## config.mk

```make
export PLATFORM = sky130hd
export DESIGN_NAME = sms_mapper
export DESIGN_NICKNAME = d
export VERILOG_FILES = /design/src/rtl/sms_pkg.sv /design/src/rtl/sms_mapper_decode.sv /design/src/rtl/sms_mapper.sv
export SDC_FILE = /design/constraint.sdc
export NUM_CORES = 1
export LEC_CHECK = 0
export BUFFER_PORTS_ARGS = -buffer_cell sky130_fd_sc_hd__clkbuf_2
export CORE_MARGIN = 3
export CORE_UTILIZATION = 45
export CTS_CLUSTER_DIAMETER = 50
export CTS_CLUSTER_SIZE = 24
export DETAILED_ROUTE_END_ITERATION = 7
export PLACE_DENSITY_LB_ADDON = 0.1
export RECOVER_POWER = 25
export SLEW_MARGIN = 10
export SYNTH_ARGS = -nofsm -noshare
export SYNTH_HDL_FRONTEND = slang
export SYNTH_HIERARCHICAL = 1
export SYNTH_SLANG_ARGS = --single-unit
```

## constraint.sdc

```tcl
create_clock -name clk -period 7 [get_ports clk]
set_input_delay 2.1 -clock clk [delete_from_list [all_inputs] [get_ports clk]]
set_output_delay 2.1 -clock clk [all_outputs]
set_load 0.05 [all_outputs]
```

## src/rtl/sms_pkg.sv

```systemverilog
// Shared types and constants for the SMS memory mapper.
package sms_pkg;

   typedef enum logic [1:0] {
      REG_ROM,
      REG_CRAM,
      REG_RAM
   } region_e;

   typedef enum logic [1:0] {
      IDLE,
      ROM_REQ,
      DONE
   } state_e;

   localparam logic [15:0] MAP_CTL = 16'hFFFC;
   localparam logic [15:0] MAP_B0  = 16'hFFFD;
   localparam logic [15:0] MAP_B1  = 16'hFFFE;
   localparam logic [15:0] MAP_B2  = 16'hFFFF;

   localparam logic [7:0] BANK0_RST = 8'h00;
   localparam logic [7:0] BANK1_RST = 8'h01;
   localparam logic [7:0] BANK2_RST = 8'h02;

   // Only the cartridge-RAM enable/bank bits of the control register affect decode.
   typedef struct packed {
      logic       cram_en;
      logic       cram_bank;
      logic [7:0] b0;
      logic [7:0] b1;
      logic [7:0] b2;
   } map_regs_t;

endpackage

```

## src/rtl/sms_mapper_decode.sv

```systemverilog
// Combinational CPU-address decode into ROM / cartridge RAM / system RAM targets.
module sms_mapper_decode
   import sms_pkg::*;
#(
   parameter int unsigned ROM_AW  = 22,
   parameter int unsigned RAM_AW  = 13,
   parameter int unsigned CRAM_AW = 15
) (
   input  logic [15:0]        addr_i,
   input  map_regs_t          regs_i,
   output region_e            region_o,
   output logic [ROM_AW-1:0]  rom_addr_o,
   output logic [RAM_AW-1:0]  ram_addr_o,
   output logic [CRAM_AW-1:0] cram_addr_o
);

   localparam int unsigned BANK_W = ROM_AW - 14;

   logic [7:0] bank;

   always_comb begin
      bank     = 8'h00;
      region_o = REG_ROM;
      unique case (addr_i[15:14])
         2'b00: bank = (addr_i[13:10] == 4'h0) ? 8'h00 : regs_i.b0;
         2'b01: bank = regs_i.b1;
         2'b10: begin
            if (regs_i.cram_en) region_o = REG_CRAM;
            else                bank     = regs_i.b2;
         end
         default: region_o = REG_RAM;
      endcase
   end

   // Bank numbers beyond the ROM size wrap through truncation to BANK_W bits.
   assign rom_addr_o  = {BANK_W'(bank), addr_i[13:0]};
   assign ram_addr_o  = addr_i[RAM_AW-1:0];
   assign cram_addr_o = CRAM_AW'({regs_i.cram_bank, addr_i[13:0]});

endmodule

```

## src/rtl/sms_mapper.sv

```systemverilog
// Z80 bus to SMS memory translator: mapper registers, write strobes and ROM wait-state FSM.
module sms_mapper
   import sms_pkg::*;
#(
   parameter int unsigned ROM_AW  = 22,
   parameter int unsigned RAM_AW  = 13,
   parameter int unsigned CRAM_AW = 15
) (
   input  logic               clk,
   input  logic               reset,
   input  logic [15:0]        z_addr,
   input  logic [7:0]         z_dout,
   output logic [7:0]         z_din,
   input  logic               z_nmreq,
   input  logic               z_nrd,
   input  logic               z_nwr,
   input  logic               z_nrfsh,
   output logic               z_nwait,
   output logic [ROM_AW-1:0]  rom_addr,
   output logic               rom_rd,
   input  logic               rom_ready,
   input  logic [7:0]         rom_data,
   output logic [RAM_AW-1:0]  ram_addr,
   output logic               ram_we,
   input  logic [7:0]         ram_q,
   output logic [CRAM_AW-1:0] cram_addr,
   output logic               cram_we,
   input  logic [7:0]         cram_q
);

   map_regs_t          regs_q;
   state_e             state_q;
   logic               wr_prev_q;
   logic               abort_q;
   logic [7:0]         z_din_q;
   logic [ROM_AW-1:0]  rom_addr_q;

   region_e            region;
   logic [ROM_AW-1:0]  dec_rom_addr;
   logic               rd_act;
   logic               wr_act;
   logic               commit;
   logic               rom_start;

   sms_mapper_decode #(
      .ROM_AW  (ROM_AW),
      .RAM_AW  (RAM_AW),
      .CRAM_AW (CRAM_AW)
   ) u_decode (
      .addr_i      (z_addr),
      .regs_i      (regs_q),
      .region_o    (region),
      .rom_addr_o  (dec_rom_addr),
      .ram_addr_o  (ram_addr),
      .cram_addr_o (cram_addr)
   );

   always_comb begin
      rd_act    = !z_nmreq && !z_nrd && z_nrfsh;
      wr_act    = !z_nmreq && !z_nwr && z_nrfsh;
      commit    = wr_act && !wr_prev_q;
      rom_start = (state_q == IDLE) && rd_act && (region == REG_ROM);
   end

   // Request/wait are combinational so the CPU is stalled in the same clock; reset forces them idle.
   assign rom_rd   = !reset && ((state_q == ROM_REQ) || rom_start);
   assign z_nwait  = !rom_rd;
   assign rom_addr = (state_q == ROM_REQ) ? rom_addr_q : dec_rom_addr;
   assign ram_we   = !reset && commit && (region == REG_RAM);
   assign cram_we  = !reset && commit && (region == REG_CRAM);
   assign z_din    = z_din_q;

   // Write edge detect and mapper registers (FFFC-FFFF also land in system RAM).
   always_ff @(posedge clk or posedge reset) begin
      if (reset) begin
         wr_prev_q <= 1'b0;
         regs_q    <= '{cram_en: 1'b0, cram_bank: 1'b0,
                        b0: BANK0_RST, b1: BANK1_RST, b2: BANK2_RST};
      end else begin
         wr_prev_q <= wr_act;
         if (commit) begin
            unique case (z_addr)
               MAP_CTL: begin
                  regs_q.cram_en   <= z_dout[3];
                  regs_q.cram_bank <= z_dout[2];
               end
               MAP_B0:  regs_q.b0 <= z_dout;
               MAP_B1:  regs_q.b1 <= z_dout;
               MAP_B2:  regs_q.b2 <= z_dout;
               default: ;
            endcase
         end
      end
   end

   // Read FSM: RAM reads finish in one clock, ROM reads wait for rom_ready.
   always_ff @(posedge clk or posedge reset) begin
      if (reset) begin
         state_q    <= IDLE;
         z_din_q    <= 8'hFF;
         rom_addr_q <= '0;
         abort_q    <= 1'b0;
      end else begin
         unique case (state_q)
            IDLE: begin
               abort_q <= 1'b0;
               if (rd_act) begin
                  if (region == REG_ROM) begin
                     state_q    <= ROM_REQ;
                     rom_addr_q <= dec_rom_addr;
                  end else begin
                     state_q <= DONE;
                     z_din_q <= (region == REG_CRAM) ? cram_q : ram_q;
                  end
               end
            end
            ROM_REQ: begin
               if (!rd_act) abort_q <= 1'b1;
               if (rom_ready) begin
                  abort_q <= 1'b0;
                  if (rd_act && !abort_q) begin
                     state_q <= DONE;
                     z_din_q <= rom_data;
                  end else begin
                     state_q <= IDLE;
                  end
               end
            end
            DONE: begin
               if (!rd_act) state_q <= IDLE;
            end
            default: state_q <= IDLE;
         endcase
      end
   end

endmodule

```

==> impl_metrics.tcl <==
set metrics [dict create \
    viasPerCell 5.00 \
    root_buffer "clkbuf_8" \
    dr.pass1.iters 4 \
    grtUsageTotal_pct 18.3 \
    path_class "in -> out" \
    status "complete, but fails checks" \
    crit_arrival_ps 3810 \
    min-delay-start "regs_q[15]$_DFFE_PP0P_" \
    synth_edf_count 0 \
    avgSynthCellArea_sq_um 11.0 \
    clkLatencyLatePin_ps 340 \
    setup_slack_ps 1090 \
    min_path_type "reg -> reg" \
    cts_setup_buffers 0 \
    ir_drop_uv 150 \
    postSynthNetCount 371 \
    required_ps 4900 \
    cts_buffers 9 \
    num_rows 31 \
    power_density_nw_per_um2 259 \
    slew_headroom_pct -33.5 \
    grt-ovfl-total 0 \
    synth_seq_area_share_pct 43.6 \
    place_area_sq_um 3810 \
    cts_resized 0 \
    cts_max_path_buffers 2 \
    drt-total-wl_mm 7.54 \
    cap_violations 1 \
    drive_gt1_share_pct 52.4 \
    final_nets 449 \
    worst_slew_pin_slew_ps 2000 \
    die_w_um 93.8 \
    drtIter0Drc 96 \
    wl_per_cell_um 15.1 \
    pwr-share-clk_pct 32.9 \
    combPwrFrac_pct 26.8 \
    yosys_warnings 6 \
    yosysTopAreaCell "dfrtp_1" \
    remaining_drc_errors 0 \
    rsz0062_at_grt "false" \
    via_count 2492 \
    ys_ff_latch 60 \
    core_area_sq_um 7370 \
    io_pins 117 \
    cts_hold_buffers 0 \
    fin_setup_tns_ps 0 \
    syn_inst 316 \
    setup_violations 0 \
    violations "max-capacitance violations, max-slew violations" \
    synth_area_leaders "dfrtp_1 (36%), mux2_2 (13%), buf_4 (9.1%), nand2_1 (8.2%), mux2_4 (7.8%)" \
    skew_ps 8.53 \
    cp-startpoint "z_addr[14]" \
    start_kind "input pin" \
    leakage_nw 2.24 \
    swShare_pct 33.5 \
    power.switching_uw 348 \
    worstPathMaxFanout 6 \
    port_buffers 116 \
    end_kind "output port" \
    grt_pass1_wl_mm 12.6 \
    r2r_start "regs_q[25]$_DFFE_PP0P_" \
    htree_levels 3 \
    synth_top_area_share_pct 36.0 \
    area_growth_pct 15.8 \
    fp.dieH_um 93.8 \
    seqPwrFrac_pct 40.3 \
    postLayoutCoreUtil_pct 54.5 \
    finalCritPeriodShare_pct 84.5 \
    synthesis.area_sq_um 3470 \
    cts_tree "done" \
    ys_async_sr_fraction_pct 100 \
    postRouteAntennaNets 0 \
    finalCriticalPeriod_ps 5910 \
    ys_types 34 \
    hold_viol 0 \
    diodes 0 \
    grt_pass1_vias 2466 \
    final_area_sq_um 4020 \
    finalWeightedCongestion 0.725 \
    antenna_found_initial 0 \
    p_int_uw 693 \
    clkSinkCount 60 \
    clk_pin_slew_worst_paths_ps 60 \
    pre_cts_ws_ps 1080 \
    finalMaxSlewViolations 38 \
    ys.flop_type "dfrtp_1" \
    grt_max_degree 38 \
    die_area_sq_um 8800 \
    hpwl_mm 5.37 \
    start_util_pct 47.1 \
    fmax_mhz 169 \
]
cells in the mapped netlist (all sizes together) (2+ instances only):
| library cell | count |
|---|---|
| nand2 | 76 |
| or3 | 2 |
| a21oi | 3 |
| nor3 | 3 |
| mux2 | 57 |
| o21ai | 10 |
| mux2i | 8 |
| a22o | 8 |
| a21o | 8 |
| inv | 4 |
| dfrtp | 50 |
| clkbuf | 7 |
| nand4b | 2 |
| nor3b | 3 |
| nand4 | 4 |
| nor2 | 3 |
| nor2b | 4 |
| buf | 46 |
| dfstp | 10 |
stage by stage:
stage	cells	power [mW]	hold WS, ps
global placement	482	0.703	487
finish	498	1.04	504
detailed placement	482	0.707	492
CTS	498	1.05	508
global route	498	1.09	517
floorplan	316	0.655	479
final cells by class:
cell class              instances  area, sq um
clock inverters                 5         75.1
inverters                       4         15.0
fillers                       700         3350
clock buffers                  11          141
repair buffers                120          604
multi-input cells             199         1550
flip-flops and latches         60         1510
well taps                      99          124
cell families (layout without fill, tap and decap cells):
kind of cell / count (synthesis) / in the layout / synth area share, %
flip-flops: 60 / 60 / 43.6
AND/OR/NAND/NOR: 105 / 105 / 16.1
buffers and inverters: 57 / 140 / 11.9
AO/OA/AOI/OAI: 29 / 29 / 5.62
multiplexers: 65 / 65 / 22.7
registers in the layout, summed over array words and instances (netlist names):
register and count:
z_din 8, rom_addr_q 22, state_q 2, wr_prev_q 1, abort_q 1, regs_q 26
metal layers:
layer	share of wire, %	track usage, %	vias up
met3	6.4	3.61	10
li1	-	-	1201
met4	1.7	7.46	0
met5	0	0	-
met1	47	25.9	1199
met2	45	27.5	82
critical path: stages:
cell and delay, ps:
clkbuf_2 160, and3b_1 220, or3_1 360, or3_1 370
a21oi_1 260, clkbuf_2 340
cell usage in the layout (no fill, tap or decap), types with 8 or more instances in the layout:
cell      count
clkbuf_2    114
nand2_1      76
dfrtp_1      50
mux2_2       39
mux2_4       18
o21ai_0      10
clkbuf_8     10
dfstp_2      10
mux2i_1       8
a22o_1        8
a21o_1        8
path summary, 6_finish.rpt:
check	endpoint	slack [ps]	cells past startpoint
max	rom_rd	1090	6
min	regs_q[15]$_DFFE_PP0P_	500	1
max reg2reg	rom_addr_q[13]$_DFFE_PP0P_	4900	5
min reg2reg	regs_q[15]$_DFFE_PP0P_	500	1
max in group asynchronous	rom_addr_q[17]$_DFFE_PP0P_	2610	3
min in group asynchronous	wr_prev_q$_DFF_PP0_	2020	2
power groups by stage:
stage / registers [mW] / clock network [mW] / logic (mW)
global placement: 0.423 / 0 / 0.280
detailed placement: 0.425 / 0 / 0.282
finish: 0.419 / 0.343 / 0.279
CTS: 0.419 / 0.351 / 0.283
global route: 0.425 / 0.364 / 0.298
floorplan: 0.482 / 0 / 0.173
Note: power is estimated with default switching activity, not from simulation.
